===== src/rtl/sfx_scheduler.sv =====
// Audio path arbiter: BGM pass-through, or one of three two-note sound effects with preemption and queuing.
// Optional amplitude fade over the second half of an effect is enabled by defining SFX_FADE_EN.
module sfx_scheduler #(
    parameter int unsigned SFX_LEN    = 50_000_000,
    parameter int unsigned CNT_W      = 26,
    parameter logic [15:0] SFX_AMP    = 16'h2000,
    parameter logic [21:0] HIT_DIV_A  = 22'd191571,
    parameter logic [21:0] HIT_DIV_B  = 22'd151515,
    parameter logic [21:0] MISS_DIV_A = 22'd382219,
    parameter logic [21:0] MISS_DIV_B = 22'd454545,
    parameter logic [21:0] LVL_DIV_A  = 22'd151515,
    parameter logic [21:0] LVL_DIV_B  = 22'd113636
) (
    input  logic        clk,
    input  logic        rst,
    input  logic [2:0]  req,
    input  logic        mute,
    input  logic [21:0] bgm_note_div_left,
    input  logic [21:0] bgm_note_div_right,
    input  logic [15:0] bgm_amplitude,
    output logic [21:0] note_div_left,
    output logic [21:0] note_div_right,
    output logic [15:0] amplitude,
    output logic [2:0]  active_src,
    output logic        busy
);

    typedef enum logic [1:0] {IDLE, PLAY, GAP} state_t;

    localparam logic [CNT_W-1:0] HALF_C = CNT_W'(SFX_LEN / 2);
    localparam logic [CNT_W-1:0] LAST_C = CNT_W'(SFX_LEN - 1);
`ifdef SFX_FADE_EN
    localparam logic [CNT_W-1:0] Q3_C   = CNT_W'(3 * SFX_LEN / 4);
`endif

    state_t            state, state_n;
    logic [CNT_W-1:0]  cnt, cnt_n;
    logic [2:0]        pending, pend_n, act_n;
    logic [2:0]        cand, win, hi, nw, keep;
    logic [21:0]       div_l_n, div_r_n, sfx_div;
    logic [15:0]       amp_n;

    function automatic logic [2:0] lowest(input logic [2:0] v);
        return v & (~v + 3'd1);
    endfunction

    always_comb begin
        state_n = state;
        cnt_n   = cnt;
        pend_n  = pending;
        act_n   = active_src;
        cand    = req | pending;
        win     = lowest(cand);
        // For a one-hot source, (src - 1) masks exactly the higher-priority bits.
        hi      = req & (active_src - 3'd1);
        nw      = lowest(hi);
        keep    = (cnt < HALF_C) ? active_src : 3'b000;
        case (state)
            PLAY: begin
                if (hi != 3'b000) begin
                    act_n  = nw;
                    cnt_n  = '0;
                    pend_n = (pending | (req & ~active_src) | keep) & ~nw;
                end else if ((req & active_src) != 3'b000) begin
                    cnt_n  = '0;
                    pend_n = pending | (req & ~active_src);
                end else begin
                    pend_n = pending | (req & ~active_src);
                    if (cnt == LAST_C) begin
                        act_n   = 3'b000;
                        cnt_n   = '0;
                        state_n = (pend_n != 3'b000) ? GAP : IDLE;
                    end else begin
                        cnt_n = cnt + 1'b1;
                    end
                end
            end
            default: begin
                if (cand != 3'b000) begin
                    state_n = PLAY;
                    act_n   = win;
                    cnt_n   = '0;
                    pend_n  = cand & ~win;
                end else begin
                    state_n = IDLE;
                end
            end
        endcase
    end

    // Output registers are loaded from next-state values so they line up with state/cnt.
    always_comb begin
        sfx_div = 22'd0;
        case (act_n)
            3'b001:  sfx_div = (cnt_n < HALF_C) ? HIT_DIV_A  : HIT_DIV_B;
            3'b010:  sfx_div = (cnt_n < HALF_C) ? MISS_DIV_A : MISS_DIV_B;
            3'b100:  sfx_div = (cnt_n < HALF_C) ? LVL_DIV_A  : LVL_DIV_B;
            default: sfx_div = 22'd0;
        endcase
        div_l_n = bgm_note_div_left;
        div_r_n = bgm_note_div_right;
        amp_n   = bgm_amplitude;
        case (state_n)
            PLAY: begin
                div_l_n = sfx_div;
                div_r_n = sfx_div;
                amp_n   = SFX_AMP;
`ifdef SFX_FADE_EN
                if (cnt_n >= Q3_C)
                    amp_n = SFX_AMP >> 2;
                else if (cnt_n >= HALF_C)
                    amp_n = SFX_AMP >> 1;
`endif
            end
            GAP: begin
                div_l_n = 22'd0;
                div_r_n = 22'd0;
                amp_n   = 16'd0;
            end
            default: ;
        endcase
    end

    always_ff @(posedge clk or negedge rst) begin
        if (!rst) begin
            state          <= IDLE;
            cnt            <= '0;
            pending        <= '0;
            active_src     <= '0;
            note_div_left  <= '0;
            note_div_right <= '0;
            amplitude      <= '0;
        end else begin
            state          <= state_n;
            cnt            <= cnt_n;
            pending        <= pend_n;
            active_src     <= act_n;
            note_div_left  <= div_l_n;
            note_div_right <= div_r_n;
            amplitude      <= mute ? 16'd0 : amp_n;
        end
    end

    assign busy = (state != IDLE);

endmodule


===== config.mk =====
export PLATFORM = sky130hd
export DESIGN_NAME = sfx_scheduler
export DESIGN_NICKNAME = d
export VERILOG_FILES = /design/src/rtl/sfx_scheduler.sv
export SDC_FILE = /design/constraint.sdc
export NUM_CORES = 1
export LEC_CHECK = 0
export ABC_AREA = 0
export CORE_AREA = 2 2 102 104
export DETAILED_ROUTE_END_ITERATION = 8
export DIE_AREA = 0 0 104 106
export PLACE_DENSITY = 0.83
export SETUP_SLACK_MARGIN = 0.02
export SLEW_MARGIN = 20
export SYNTH_ARGS = -nofsm -noshare
export SYNTH_HDL_FRONTEND = slang
export SYNTH_SLANG_ARGS = --single-unit

===== constraint.sdc =====
create_clock -name clk -period 4.34 [get_ports clk]
set_input_delay 0.868 -clock clk [delete_from_list [all_inputs] [get_ports clk]]
set_output_delay 0.868 -clock clk [all_outputs]
set_load 0.03 [all_outputs]

* After elaboration in Yosys (flattened, before gate mapping) *
Index checks and enable logic that the tools add are counted.

word-level totals
  bits in registers = 94
  input port bits = 66
  output and inout bits = 64
  word-level logic and storage cells = 69

cells by class
  $add $sub $neg = 4
  order comparisons = 2
  eq/ne operators = 7
  mux-type cells = 28
  bitwise operators = 15
  reduce and logical (&&, ||, !) cells = 6

operators by type and width
  kind                   count
  $mux 26                5
  $pmux 22 s2            2
  $pmux 19 s3            1
  $lt 26x25->1 const B   2
  $mux 18                2
  $mux 16                2
  $pmux 16 s2            1
  $mux 3                 9
  $add 26x1->26 const B  1
  $eq 26x26->1 const B   1
  $and 3x3->3            7
  $not 3->3              5
  $reduce_bool 3->1      4
  $mux 2                 5
  $or 3x3->3             3
  $add 3x1->3 const B    2
  $eq 2x1->1 const B     2
  $reduce_bool 2->1      2
  $eq 3x1->1 const B     1
  $eq 3x2->1 const B     1
  $eq 3x3->1 const B     1
  $sub 3x1->3 const B    1
  $eq 2x2->1 const B     1
  $mux 1                 1

* Depth between registers and ports, before layout *
  depth after elaboration = 12
  depth in mapped cells = 15
  mapped depth without buffers = 13

* Worst setup path after synthesis *
No wires, ideal clock.

  kind = input -> register
  from = input req[2]
  to = register note_div_left[17]
  setup time = 0.087 ns
  data arrival time = 3.886 ns
  required time = 4.253 ns
  setup slack = 0.367 ns
  stages = 14
  path buffers = 5
  path through = clkbuf_1 nor4_2 and3_1 clkbuf_1 clkbuf_1 a21oi_1 ha_1 clkbuf_1 nand2b_1 or2_1 or3_4 and2_1 buf_6 o211ai_1

on the way
  elaborated cells on any way between the ends = 39
  classes of those cells = add/sub: 2; order compare: 1; eq/ne: 5; mux: 18; bitwise: 9; reduce/logical: 4

RTL lines
  item                                             line  source
  from (decl)                                      16    input logic [2:0] req,
  $and 3x3->3                                      64    end else if ((req & active_src) != 3'b000) begin
  $reduce_bool 3->1                                64
  $mux 2                                           64
  $mux 2                                           60    if (hi != 3'b000) begin
  $mux 2 (*)                                       58    case (state)
  named net state_n[0]                             36    state_t state, state_n;
  $eq 2x2->1 / $eq 2x1->1 (equally long branches)  103   case (state_n)
  $pmux 22 s2 (*)                                  103
  named net div_l_n[17]                            40    logic [21:0] div_l_n, div_r_n, sfx_div;
  to (signal assigned)                             138   note_div_left <= div_l_n;
  to (decl)                                        21    output logic [21:0] note_div_left,

The timed path passes the listed nets; every way through them passes the cells marked *.
A chain may end at the register's enable or synchronous reset.

* Worst setup path in the final report *
  from = input req[1]
  to = register note_div_left[0]

on the way
  longest elaborated chain between the ends = 10
  elaborated cells on any way between the ends = 38
  classes of those cells = add/sub: 2; order compare: 1; eq/ne: 5; mux: 17; bitwise: 9; reduce/logical: 4

ends and longest elaborated chain
  item                                                  line
  branches (longest 9 deep; another with $lt 26x25->1)  -
  $pmux 22 s2 (*)                                       103
  named net div_l_n[0]                                  40

Mark *: on every way through the listed nets, which the timed path passes.

==> metrics.md <==
| Metric | Value |
|---|---|
| Max incr delay on CP | 0.53 ns |
| CTS Sinks | 94 |
| Net Sw Frac | 0.402 |
| Final layout net count | 685 |
| Total GRT Usage | 0.245 |
| Diode count | 0 |
| Final core utilization | 0.637 |
| Setup ws final | 0.355 ns |
| Largest net degree at the start of global routing | 65 |
| Share of cells above drive strength 1 | 0.0821 |
| Clock root buffer | clkbuf_8 |
| Max Used Layer | met4 |
| Final min period | 3.99 ns |
| CP Data Required Time | 4.59 ns |
| Port buffer count | 129 |
| Die Area | 11000 um^2 |
| Detailed Route Iter0 Violations | 370 |
| Dpl hpwl | 9470 um |
| Hold Vio Cnt, Final | 0 |
| Int Power | 2050 uW |
| CP Class | input port to flip-flop |
| Crit start category | input port |
| Insertion delay to the later sink of the worst-skew pair | 0.36 ns |
| Commonest non-fill, non-tap cells in the layout | clkdlybuf4s50_1, dfrtp_1, nand2_1, a21oi_1, o21ai_0 |
| Met1 wire length | 5090 um |
| Post-synth EDFFs | 0 |
| CTS buffer count | 9 |
| Crit path DAT | 4.23 ns |
| R2R Path Start | cnt[0] |
| Clock power frac | 0.189 |
| Psw | 1380 uW |
| Max H-tree Level | 3 |
| Yosys cell types | 64 |
| Vias per cell | 5.75 |
| P&R area growth vs syn | 35.7% |
| Fin crit share | 0.918 |
| Metal3 WL | 1230 um |
| FP Rows | 37 |
| Fin. max-slew vios | 0 |
| Dpl ws | 0.0187 ns |
| First-pass detailed-route iteration total | 5 |
| Reg clk slew, reported paths | 0.09 ns |
| RSZ-0062 raised after global routing | false |
| Worst clock skew | 0.00610 ns |
| Post-synthesis register bit count | 94 |
| Vias in the first global route | 4370 |
| Via count | 4353 |
| CP endpoint kind | flip-flop |
| Reg power frac | 0.335 |
| Final setup TNS | 0 ns |
| Comb pwr share | 0.477 |
| Cts hold-fix bufs | 0 |
| Metal2 WL | 6610 um |
| Crit. Startpoint | req[1] |
| Remaining global-route overflow | 0 |
| Post-CTS setup buffers | 0 |
| Cells after Synth | 487 |
| FFs w/ async S/R, synth | 1.00 |
| Critical-path cell list | clkdlybuf4s50_1 -> nor2b_1 -> or3b_4 -> or2_4 -> nor2_4 -> o221ai_1 -> or4b_1 -> o21a_1 -> o21ba_2 -> a221o_1 |
| Detail-routed net length per standard cell | 17.3 um |
| Mapped Area | 4700 um^2 |
| Core ar. | 10000 um^2 |
| Synth Warn # | 0 |
| Max-cap violations | 0 |
| Die Height | 106 um |
| Final ANT Viol Nets | 0 |
| Family with the most delay on the worst path | simple AND/OR/NAND/NOR gates |
| Post_cts resized | 0 |
| Critical-path top delay cell | or4b_1 |
| Hold WC Path Type | input port to asynchronous set/reset pin |
| CTS tree | built |
| Worst-margin pin slew | 0.802 ns |
| Crit Path Max Fanout | 32 |
| Buffers and inverters on the worst path | 1 |
| Max VDD drop | 362 uV |
| Synth Area per Inst | 9.64 um^2 |
| Die X | 104 um |
| Top_reg_cell synth | dfrtp_1 |
| DRC violations left | 0 |
| Final Setup Violations | 0 |
| PwrDens | 538 nW/um^2 |
| Commonest non-fill, non-tap cell in the layout | clkdlybuf4s50_1 |
| Clk buf depth | 2 |
| Max_slew headroom | 0.465 |
| Number of top-level pins | 130 |
| Initial antenna violation count | 0 |
| Fmax | 251 MHz |
| Routed WL | 13100 um |
| First-pass GRT wire length | 21800 um |
| Status | finished clean |
| Initial Util | 0.470 |
| Lkg Pwr | 0.00270 uW |
| Syn nets | 556 |
| Sequential area share after synthesis | 0.501 |
| Placer Congestion | 0.990 |
-- metrics by stage --
| stage | instance area [um^2] | hold slack [ns] | std cells | power [uW] |
|---|---|---|---|---|
| floorplan | 4700 | 0.500 | 487 | 2170 |
| global placement | 6150 | 0.559 | 741 | 2710 |
| detailed placement | 6150 | 0.568 | 741 | 2770 |
| CTS | 6370 | 0.579 | 757 | 3440 |
| global route | 6370 | 0.606 | 757 | 3630 |
| finish | 6370 | 0.587 | 757 | 3430 |
-- worst reg2reg max path, stage by stage, from the launching register on --
cell and delay (ns):
dfrtp_1 0.47, ha_1 0.30, nand3_2 0.19, or4_4 0.60
nor2_4 0.28, nor2_4 0.07, buf_4 0.16, a2bb2oi_1 0.14
a2111oi_0 0.31, buf_4 0.18, o21a_1 0.19, o21ba_2 0.66
mux2i_1 0.33
-- state kept, by name, indices dropped and copies added (netlist names) --
| name | count |
|---|---|
| cnt | 26 |
| amplitude | 16 |
| pending | 3 |
| state | 2 |
| note_div_left | 22 |
| active_src | 3 |
| note_div_right | 22 |
-- path summary, 6_finish.rpt --
check / endpoint / slack (ns) / cells after the start
max in group asynchronous: active_src[1] / 2.83 / 2
hold / removal: cnt[9] / 0.59 / 1
setup / recovery: note_div_left[0] / 0.35 / 10
hold reg to reg: cnt[4] / 0.59 / 1
min in group clk: cnt[4] / 0.59 / 1
setup reg to reg: note_div_left[13] / 0.38 / 12
-- layout make-up --
cell class	instances	area, um^2
Tap cell	136	170
Timing Repair Buffer	146	1420
Fill cell	811	3630
Inverter	12	45.0
Multi-Input combinational cell	353	2170
Clock inverter	6	91.3
Clock buffer	10	128
Sequential cell	94	2350
-- cells by family after synthesis --
kind of cell	count (synthesis)	synth area share
flops	94	0.501
mux	10	0.0213
compound gates	149	0.200
fa+ha+maj	3	0.00799
buf+inv	40	0.0373
simple gates	186	0.223
xor+xnor	5	0.00932
-- synth_stat cells (5+ instances only) --
cell / count / area [um^2]
nand4_1: 12 / 75.1
o21ai_1: 5 / 25.0
nor2b_1: 5 / 31.3
nand2_1: 46 / 173
a31oi_1: 11 / 68.8
o21ai_0: 40 / 200
nand2b_1: 7 / 43.8
nor2_1: 23 / 86.3
and4_1: 5 / 43.8
and3_1: 10 / 62.6
a221o_1: 6 / 60.1
and2_1: 24 / 150
inv_1: 12 / 45.0
nor4_1: 6 / 37.5
buf_2: 8 / 40.0
nor3_1: 10 / 50.1
dfrtp_1: 94 / 2350
a21oi_1: 40 / 200
nand3_1: 11 / 55.1
a21boi_0: 5 / 37.5
mux2i_1: 10 / 100
o211ai_1: 6 / 45.0
clkbuf_1: 18 / 67.6
o31ai_1: 9 / 67.6
-- layer usage --
layer  GRT usage  up-vias
li1            -     2044
met1       0.289     2096
met2       0.423      193
met3      0.0865       20
met4      0.0743        0
met5           0        -
-- power by group through the flow --
stage / combinational (uW) / sequential, uW / clock (uW)
2_1_floorplan: 753 / 1420 / 0
3_3_place_gp: 1550 / 1160 / 0
3_5_place_dp: 1610 / 1160 / 0
4_1_cts: 1630 / 1150 / 661
5_1_grt: 1770 / 1160 / 699
6_report: 1640 / 1150 / 648
(Power assumes the default switching activity.)
